$ cat src/rtl/aes_pkg.sv
// Constants and ShiftRows index maps shared by the AES byte-stream blocks.
// State bytes are column-major: idx = row + 4*col.
package aes_pkg;

  localparam int BLOCK_BYTES = 16;

  // Source index for output idx of InvShiftRows: row r is rotated right by r columns.
  function automatic logic [3:0] inv_sr_idx(input logic [3:0] idx);
    logic [1:0] row;
    logic [1:0] col;
    logic [1:0] src_col;
    row     = idx[1:0];
    col     = idx[3:2];
    src_col = col - row;
    return {src_col, row};
  endfunction

  // Source index for output idx of forward ShiftRows: row r is rotated left by r columns.
  function automatic logic [3:0] fwd_sr_idx(input logic [3:0] idx);
    logic [1:0] row;
    logic [1:0] col;
    logic [1:0] src_col;
    row     = idx[1:0];
    col     = idx[3:2];
    src_col = col + row;
    return {src_col, row};
  endfunction

endpackage

$ cat src/rtl/sr_bank.sv
// 16x8 register bank: one synchronous write port, one combinational read port.
// Contents are deliberately not reset.
module sr_bank
  import aes_pkg::*;
(
  input  logic       clk,
  input  logic       we,
  input  logic [3:0] waddr,
  input  logic [7:0] wdata,
  input  logic [3:0] raddr,
  output logic [7:0] rdata
);

  logic [7:0] mem [BLOCK_BYTES];

  // Byte write into the addressed slot.
  always_ff @(posedge clk) begin
    if (we) begin
      mem[waddr] <= wdata;
    end
  end

  assign rdata = mem[raddr];

endmodule

$ cat src/rtl/inv_shiftrows_stream.sv
// Streaming AES InvShiftRows over a byte stream using two ping-pong 16-byte banks.
// Sticky done once BLOCK_COUNT whole blocks have been emitted.
module inv_shiftrows_stream
  import aes_pkg::*;
#(
  parameter int BLOCK_COUNT = 16384
) (
  input  logic       clk,
  input  logic       rst,
  input  logic       s_valid,
  output logic       s_ready,
  input  logic [7:0] s_data,
  output logic       m_valid,
  input  logic       m_ready,
  output logic [7:0] m_data,
  output logic       done
);

  localparam int CNT_W = $clog2(BLOCK_COUNT + 1);
  localparam logic [3:0] LAST_IDX = 4'(BLOCK_BYTES - 1);
  localparam logic [CNT_W-1:0] CNT_MAX = CNT_W'(BLOCK_COUNT);

  logic [1:0]       full;
  logic [1:0]       full_next;
  logic             wr_bank;
  logic             rd_bank;
  logic [3:0]       wr_idx;
  logic [3:0]       rd_idx;
  logic [CNT_W-1:0] blk_cnt;

  logic       in_fire;
  logic       out_fire;
  logic       in_last;
  logic       out_last;
  logic       we0;
  logic       we1;
  logic [3:0] raddr;
  logic [7:0] rdata0;
  logic [7:0] rdata1;

  // Handshakes, bank selects and full-flag next state.
  always_comb begin
    s_ready  = !full[wr_bank] && !done;
    m_valid  = full[rd_bank];
    in_fire  = s_valid && s_ready;
    out_fire = m_valid && m_ready;
    in_last  = in_fire && (wr_idx == LAST_IDX);
    out_last = out_fire && (rd_idx == LAST_IDX);
    we0      = in_fire && (wr_bank == 1'b0);
    we1      = in_fire && (wr_bank == 1'b1);
    raddr    = inv_sr_idx(rd_idx);
    if (rd_bank) begin
      m_data = rdata1;
    end else begin
      m_data = rdata0;
    end
    // Set and clear always target different banks, so both apply.
    full_next = full;
    if (in_last) begin
      full_next[wr_bank] = 1'b1;
    end else begin
      full_next = full_next;
    end
    if (out_last) begin
      full_next[rd_bank] = 1'b0;
    end else begin
      full_next = full_next;
    end
  end

  sr_bank u_bank0 (
    .clk   (clk),
    .we    (we0),
    .waddr (wr_idx),
    .wdata (s_data),
    .raddr (raddr),
    .rdata (rdata0)
  );

  sr_bank u_bank1 (
    .clk   (clk),
    .we    (we1),
    .waddr (wr_idx),
    .wdata (s_data),
    .raddr (raddr),
    .rdata (rdata1)
  );

  // Write/read pointers, full flags, block counter and sticky done.
  always_ff @(posedge clk or posedge rst) begin
    if (rst) begin
      full    <= 2'b00;
      wr_bank <= 1'b0;
      rd_bank <= 1'b0;
      wr_idx  <= 4'd0;
      rd_idx  <= 4'd0;
      blk_cnt <= '0;
      done    <= 1'b0;
    end else begin
      full <= full_next;
      if (in_fire) begin
        wr_idx <= wr_idx + 4'd1;
        if (in_last) begin
          wr_bank <= ~wr_bank;
        end
      end
      if (out_fire) begin
        rd_idx <= rd_idx + 4'd1;
        if (out_last) begin
          rd_bank <= ~rd_bank;
          if (blk_cnt != CNT_MAX) begin
            blk_cnt <= blk_cnt + CNT_W'(1);
          end
          // done becomes visible the cycle after the final byte leaves.
          if (blk_cnt == CNT_MAX - CNT_W'(1)) begin
            done <= 1'b1;
          end
        end
      end
    end
  end

endmodule

$ cat config.mk
export PLATFORM = sky130hd
export DESIGN_NAME = inv_shiftrows_stream
export DESIGN_NICKNAME = d
export VERILOG_FILES = /design/src/rtl/aes_pkg.sv /design/src/rtl/sr_bank.sv /design/src/rtl/inv_shiftrows_stream.sv
export SDC_FILE = /design/constraint.sdc
export NUM_CORES = 1
export LEC_CHECK = 0
export BUFFER_PORTS_ARGS = -buffer_cell sky130_fd_sc_hd__clkbuf_2
export CORE_MARGIN = 10
export CORE_UTILIZATION = 32
export CTS_CLUSTER_DIAMETER = 40
export CTS_CLUSTER_SIZE = 20
export DETAILED_ROUTE_END_ITERATION = 8
export MAX_ROUTING_LAYER = met4
export PLACE_DENSITY_LB_ADDON = 0.1
export SLEW_MARGIN = 40
export SYNTH_ARGS = -nofsm -noshare
export SYNTH_HDL_FRONTEND = slang
export SYNTH_SLANG_ARGS = --single-unit
$ cat constraint.sdc
create_clock -name clk -period 2.07 [get_ports clk]
set_input_delay 0.207 -clock clk [delete_from_list [all_inputs] [get_ports clk]]
set_output_delay 0.207 -clock clk [all_outputs]
set_load 0.03 [all_outputs]
==> flow_metrics.py, run 1 <==
metrics = {
    "outcome": {
        "outcome": "complete, but fails checks",
        "failed_checks": "negative setup slack",
    },
    "placement": {
        "portBuffers": 22,
        "globalplace.congestion": 0.822,
        "dpl_cell_area_sq_um": 13400,
        "dpl.hpwl_microns": 20200,
    },
    "cts": {
        "clockBufferDepth": 3,
        "ctsHtreeMaxLevel": 2,
        "cts.sinks": 284,
        "cts-root-buf": "clkbuf_16",
        "cts_buffers": 43,
        "insertion_delay_ns": 0.55,
        "cts_tree": "done",
        "path_clk_slew_ns": 0.05,
    },
    "die": {
        "rows": 69,
        "die-width_microns": 211,
        "ios": 23,
        "start_util_pct": 32.6,
        "core_sq_um": 35800,
        "die_height_microns": 211,
        "die_area_sq_um": 44600,
    },
    "global_route": {
        "grt_overflow": 0,
        "grt_pass1_wl_microns": 45500,
        "grt_max_degree": 33,
        "global_route.usage.total_pct": 14.1,
        "grt_antenna_before_repair": 1,
        "grt_pass1_vias": 7384,
    },
    "finish": {
        "finalNetCount": 909,
        "multiInputGateArea_sq_um": 3470,
        "n_antenna_cell": 0,
        "fillerInstances": 3188,
        "final_area_sq_um": 15400,
        "drive_gt1_share_pct": 34.1,
        "syn2layout_area_growth_pct": 31.5,
        "final-seq-area_sq_um": 8400,
    },
    "yosys": {
        "syn_nets": 750,
        "synth_edf_count": 256,
        "synth.top_cells.by_area": "edfxtp_1 66%, mux2i_1 7.1%, dfrtp_1 6.0%, mux2_2 2.2%, mux4_2 1.3%",
        "syn_avg_cell_area_sq_um": 16.0,
        "synth_top_area_cell": "edfxtp_1",
        "yosys_warnings": 0,
        "synthCells": 730,
        "synth.distinct_cells": 51,
        "seq_area_frac_synth_pct": 71.7,
        "postSynth.asyncResetShare_pct": 9.86,
        "synth.most_common_cell": "edfxtp_1",
        "netlist_area_sq_um": 11700,
        "synth_ff_type": "edfxtp_1",
        "synth_seq_cells": 284,
        "synthTopCellsByCount": "256 x edfxtp_1, 83 x mux2i_1, 42 x nand2_1",
        "yosysTopAreaCellShare_pct": 65.7,
    },
    "power": {
        "power_density_nw_per_um2": 1540,
        "clockPowerShare_pct": 30.5,
        "seqPwrFrac_pct": 28.9,
        "vdd_drop_max_uv": 1470,
        "switching_share_pct": 34.3,
        "p_leak_nw": 5.60,
        "internal-power_mw": 15.6,
        "power_switching_mw": 8.13,
        "combPwrFrac_pct": 40.6,
    },
    "routing": {
        "wire_per_inst_microns": 21.7,
        "vias_per_cell": 4.90,
        "drc_errors": 0,
        "drt_iter0_drc": 369,
        "antenna_left": 0,
        "firstDrtPassIters": 5,
        "vias": 6786,
        "wl_microns": 30100,
    },
    "sta": {
        "maxSlewHeadroom_pct": 46.2,
        "fin_crit_sh_pct": 140,
        "setup_viol": 13,
        "rsz0062_at_grt": "true",
        "tightest_slew_ns": 0.807,
        "max_freq_ghz": 0.345,
        "holdWs_ns": 0.222,
        "setup_ws_ns": -0.831,
        "hold_viol": 0,
        "final.setup_skew_ns": 0.0205,
        "post-route-min-period_ns": 2.90,
        "slew_viol_final": 0,
    },
    "setup_path": {
        "required_ns": 1.86,
        "worst-setup-path-type": "flop to output pin",
        "cp-end-kind": "output pin",
        "arrival_ns": 2.69,
        "startpoint_type": "flop",
        "crit_fanout": 16,
        "regToRegSetupSlack_ns": -0.04,
    },
    "min_path": {
        "holdCritPathClass": "input pin to flop",
    },
    "flow_run": {
        "maxCapViolCount": 0,
    },
}
[sequential cells by signal, indices dropped and copies added, names as in the netlist]
name	flops
u_bank1.mem	128
rd_idx	4
rd_bank	1
wr_bank	1
full	2
done	1
u_bank0.mem	128
blk_cnt	15
wr_idx	4
[cell families after synthesis]
group | after synthesis | share of synthesized area (%)
AOI/OAI and AO/OA | 102 | 6.21
buffers and inverters | 43 | 1.93
DFF | 284 | 71.7
xor gates and xnor gates | 25 | 2.00
and+or+nand+nor | 154 | 6.49
muxes | 114 | 10.8
adders and majority gates | 8 | 0.856
[layout make-up]
class                           count  area share (%)
Sequential cell                   284            54.6
Multi-Input combinational cell    403            22.6
Timing Repair Buffer              146            9.29
Clock buffer                       47            7.10
Tap cell                          461            3.75
Clock inverter                     32            2.42
Inverter                           11           0.269
[path summary, 6_finish.rpt]
| check | end | depth (start not counted) | startpoint |
|---|---|---|---|
| worst max-delay path | m_data[2] | 7 | rd_idx[0] |
| worst min-delay path | rd_idx[0] | 3 | m_ready |
| worst max register to register | blk_cnt[1] | 8 | rd_idx[0] |
| worst min register to register | blk_cnt[13] | 1 | blk_cnt[13] |
| max in group asynchronous | done | 4 | rst |
| min in group asynchronous | full[1] | 3 | rst |
[cell usage in the layout, fill, tap and decap left out, drive strengths merged, types with 8 or more instances in the layout]
cell type	count
clkbuf	65
nor2	43
xor2	9
inv	22
dfrtp	28
edfxtp	256
xnor2	16
nand2	42
buf	126
mux2	24
nor3	12
nor2b	8
o21ai	24
clkinv	13
o22ai	13
a22oi	17
nand4	8
a221oi	9
ha	8
and2	19
mux2i	83
[stage by stage]
step | TNS, ns | utilization [%] | worst slack, ns | instances | total power [mW]
finish | -6.42 | 42.9 | -0.831 | 1384 | 23.7
global route | -8.32 | 42.9 | -0.949 | 1384 | 24.9
CTS | -6.99 | 42.5 | -0.900 | 1382 | 23.6
detailed placement | -6.18 | 37.4 | -0.569 | 1297 | 15.1
global placement | -5.22 | 37.4 | -0.576 | 1297 | 15.0
floorplan | -0.109 | - | -0.0648 | 730 | 11.7
[what timing repair did]
item,4_1_cts,5_1_grt
cloned,2,0
pin swaps,11,10
endpoints found under the hold margin,15,0
hold buffers,1,0
resized for setup,64,31
buffers inserted,3,2
setup endpoints to repair,26,24
[power by group through the flow]
stage / combinational (mW) / clock (mW) / sequential, mW
floorplan: 4.90 / 0 / 6.83
global placement: 8.10 / 0 / 6.95
detailed placement: 8.15 / 0 / 6.96
CTS: 9.33 / 7.42 / 6.85
global route: 10.3 / 7.68 / 6.88
finish: 9.63 / 7.23 / 6.85
[layer usage]
metal / GRT usage, % / routed length, microns / vias up
li1: - / - / 3173
met1: 17.3 / 13300 / 3439
met2: 23.0 / 14900 / 128
met3: 2.58 / 1220 / 46
met4: 4.60 / 685 / 0
met5: - / 0 / -
[critical path, stage by stage, from the launching register on]
cell       delay (ns)
dfrtp_4          0.50
buf_8            0.18
bufbuf_16        0.31
mux2_2           0.26
o21ai_0          0.11
a222oi_1         0.45
a2bb2oi_4        0.22
buf_8            0.14
No activity file was read; power rests on OpenSTA's default activity.
==> run 2, diff against run 1 <==
ABC_AREA = 1   (was unset)
CELL_PAD_IN_SITES_DETAIL_PLACEMENT = 0   (was unset)
CELL_PAD_IN_SITES_GLOBAL_PLACEMENT = 2   (was unset)
==> run 2 against run 1 <==
Effect of this change:
- die area up 8.1%
- largest cell class unchanged
- clock skew up 0.0054 ns
- the flow still finishes with violations (negative setup slack)
- hold slack worse by 0.13 ns
- sequential power up 2%
- register-to-register slack better by 0.14 ns
- synthesized cell count up 73%
- area after synthesis up 9.0%
- via count up 34%
- critical path type unchanged
- critical path depth up 3
==> flow_metrics.py, run 2 <==
metrics = {
    "sta": {
        "slew_viol_final": 0,
        "rsz0062_at_grt": "true",
        "max_freq_ghz": 0.393,
        "tightest_slew_ns": 0.758,
        "maxSlewHeadroom_pct": 49.5,
        "hold_viol": 0,
        "fin_crit_sh_pct": 123,
        "post-route-min-period_ns": 2.55,
        "setup_ws_ns": -0.476,
        "final.setup_skew_ns": 0.0259,
        "setup_viol": 8,
    },
    "setup_path": {
        "required_ns": 1.86,
        "cp-end-kind": "output pin",
        "arrival_ns": 2.34,
        "crit_fanout": 6,
        "worst-setup-path-type": "flop to output pin",
        "startpoint_type": "flop",
    },
    "yosys": {
        "synth.most_common_cell": "nand2_1",
        "yosys_warnings": 0,
        "netlist_area_sq_um": 12700,
        "synth_ff_type": "edfxtp_1",
        "postSynth.asyncResetShare_pct": 9.86,
        "synth_top_area_cell": "edfxtp_1",
        "synth_compound_area_share_pct": 0.835,
        "synth_fa_ha_area_share_pct": 0.785,
        "synth-simple-area-share_pct": 24.1,
        "syn_avg_cell_area_sq_um": 10.1,
        "synth_edf_count": 256,
        "synthCells": 1263,
        "synth.distinct_cells": 32,
        "synth_xor_area_share_pct": 1.10,
        "yosysTopAreaCellShare_pct": 60.3,
        "synth.top_cells.by_area": "edfxtp_1 60%, nand2_1 13%, nand3_1 8.0%, dfrtp_1 5.5%, inv_1 4.7%",
        "seq_area_frac_synth_pct": 65.8,
        "syn_nets": 1283,
        "synth_top_family_by_area": "simple AND/OR/NAND/NOR gates",
        "synth_seq_cells": 284,
        "synthMuxAreaShare_pct": 0,
        "synthTopCellsByCount": "442 x nand2_1, 256 x edfxtp_1, 203 x nand3_1",
    },
    "routing": {
        "drc_errors": 0,
        "wire_per_inst_microns": 20.6,
        "vias": 9068,
        "vias_per_cell": 4.63,
        "firstDrtPassIters": 6,
        "drt_iter0_drc": 562,
        "wl_microns": 40400,
        "antenna_left": 0,
    },
    "global_route": {
        "grt_overflow": 0,
        "grt_antenna_before_repair": 0,
        "grt_pass1_wl_microns": 59500,
        "grt_max_degree": 54,
        "global_route.usage.total_pct": 17.3,
        "grt_pass1_vias": 9128,
    },
    "power": {
        "power_density_nw_per_um2": 1740,
        "power_mw": 29.5,
        "vdd_drop_max_uv": 857,
        "p_leak_nw": 7.12,
    },
    "finish": {
        "reg_top3": "u_bank0.mem x128, u_bank1.mem x128, blk_cnt x15",
        "fillerInstances": 3803,
        "syn2layout_area_growth_pct": 33.1,
        "fin_cells": 1958,
        "layout_common_cells": "418 x nand2_1, 256 x edfxtp_1, 161 x nand3_1, 155 x inv_1, 61 x clkbuf_16",
        "final_common_cell": "nand2_1",
        "finalNetCount": 1409,
        "drive_gt1_share_pct": 21.7,
    },
    "cts": {
        "clockBufferDepth": 3,
        "insertion_delay_ns": 0.59,
        "cts_buffers": 53,
        "cts_tree": "done",
        "path_clk_slew_ns": 0.05,
        "cts-root-buf": "clkbuf_16",
        "ctsHtreeMaxLevel": 2,
        "cts.sinks": 284,
    },
    "die": {
        "core_sq_um": 39500,
        "start_util_pct": 32.2,
        "die_area_sq_um": 48200,
        "die_height_microns": 220,
        "ios": 23,
        "die-width_microns": 220,
        "rows": 73,
    },
    "placement": {
        "place_inst": 1828,
        "globalplace.congestion": 0.813,
        "portBuffers": 22,
        "dpl.hpwl_microns": 23400,
    },
    "min_path": {
        "holdCritPathClass": "input pin to flop",
    },
    "outcome": {
        "outcome": "complete, but fails checks",
        "failed_checks": "negative setup slack",
    },
    "flow_run": {
        "maxCapViolCount": 0,
    },
}
==> run 2: area by class of cell <==
cell class	instances	area, sq um	area share (%)
clock buffer	55	1330	7.87
antenna	2	5.00	0.0295
clock inverter	42	448	2.64
timing repair inverter	1	16.3	0.0959
sequential	284	8390	49.5
timing repair buffer	128	1700	10.0
multi-input combinational	758	3750	22.1
inverter	163	653	3.85
tap	525	657	3.87
==> run 2: what timing repair did <==
action,CTS,global route
gates cloned,10,8
hold buffers,3,0
endpoints found under the setup margin,8,20
hold endpoints to repair,35,0
setup buffers,8,2
gates resized for setup,91,56
pin swaps,6,23
==> run 2: final timing paths <==
path	slack, ns	to	depth (start not counted)	from
setup / recovery	-0.48	m_data[2]	10	rd_idx[0]
hold / removal	0.09	u_bank1.mem[15][5]	2	s_data[5]
setup reg to reg	0.10	blk_cnt[6]	9	rd_idx[0]
hold reg to reg	0.54	done	1	done
max in group asynchronous	1.51	rd_idx[0]	4	rst
min in group asynchronous	0.23	wr_idx[1]	4	rst
==> run 2: logic make-up after synthesis <==
| group | Yosys count |
|---|---|
| and+or+nand+nor | 715 |
| AOI/OAI and AO/OA | 19 |
| DFF | 284 |
| xor gates and xnor gates | 16 |
| adders and majority gates | 8 |
| buffers and inverters | 221 |
==> run 2: worst max-delay path: stages (launching register included) <==
cell and delay (ns):
dfrtp_4 0.52, ha_4 0.36, inv_6 0.07, buf_12 0.15, buf_12 0.12, nand2_1 0.06, nand3_1 0.07, nand2_1 0.07
nand2_1 0.07, nand2_2 0.13, buf_8 0.13
==> run 2: through the flow <==
stage	cell area (sq um)	TNS, ns	util [%]	setup WS, ns	hold WS (ns)
after floorplan	12700	-2.53	-	-0.0574	0.272
after global placement	14000	-0.223	35.5	-0.0601	0.296
after detailed placement	14000	-0.211	35.5	-0.0691	0.295
after CTS	16600	-4.07	41.8	-0.528	0.0701
after global routing	17000	-4.40	42.9	-0.560	0.0894
final	17000	-3.71	42.9	-0.476	0.0921
==> run 2: routing by layer <==
layer	up-vias	share of wire [%]	track usage (%)
met4	0	1.7	5.10
met1	4426	48	22.9
met3	54	3.6	2.71
met2	161	47	27.1
li1	4427	-	-
met5	-	0	-
==> run 2: report_power, final <==
group          leakage [nW]  internal, mW  switching, mW
logic                  3.62          5.77           8.13
registers              2.64          6.68          0.339
clock network         0.864          5.58           3.05
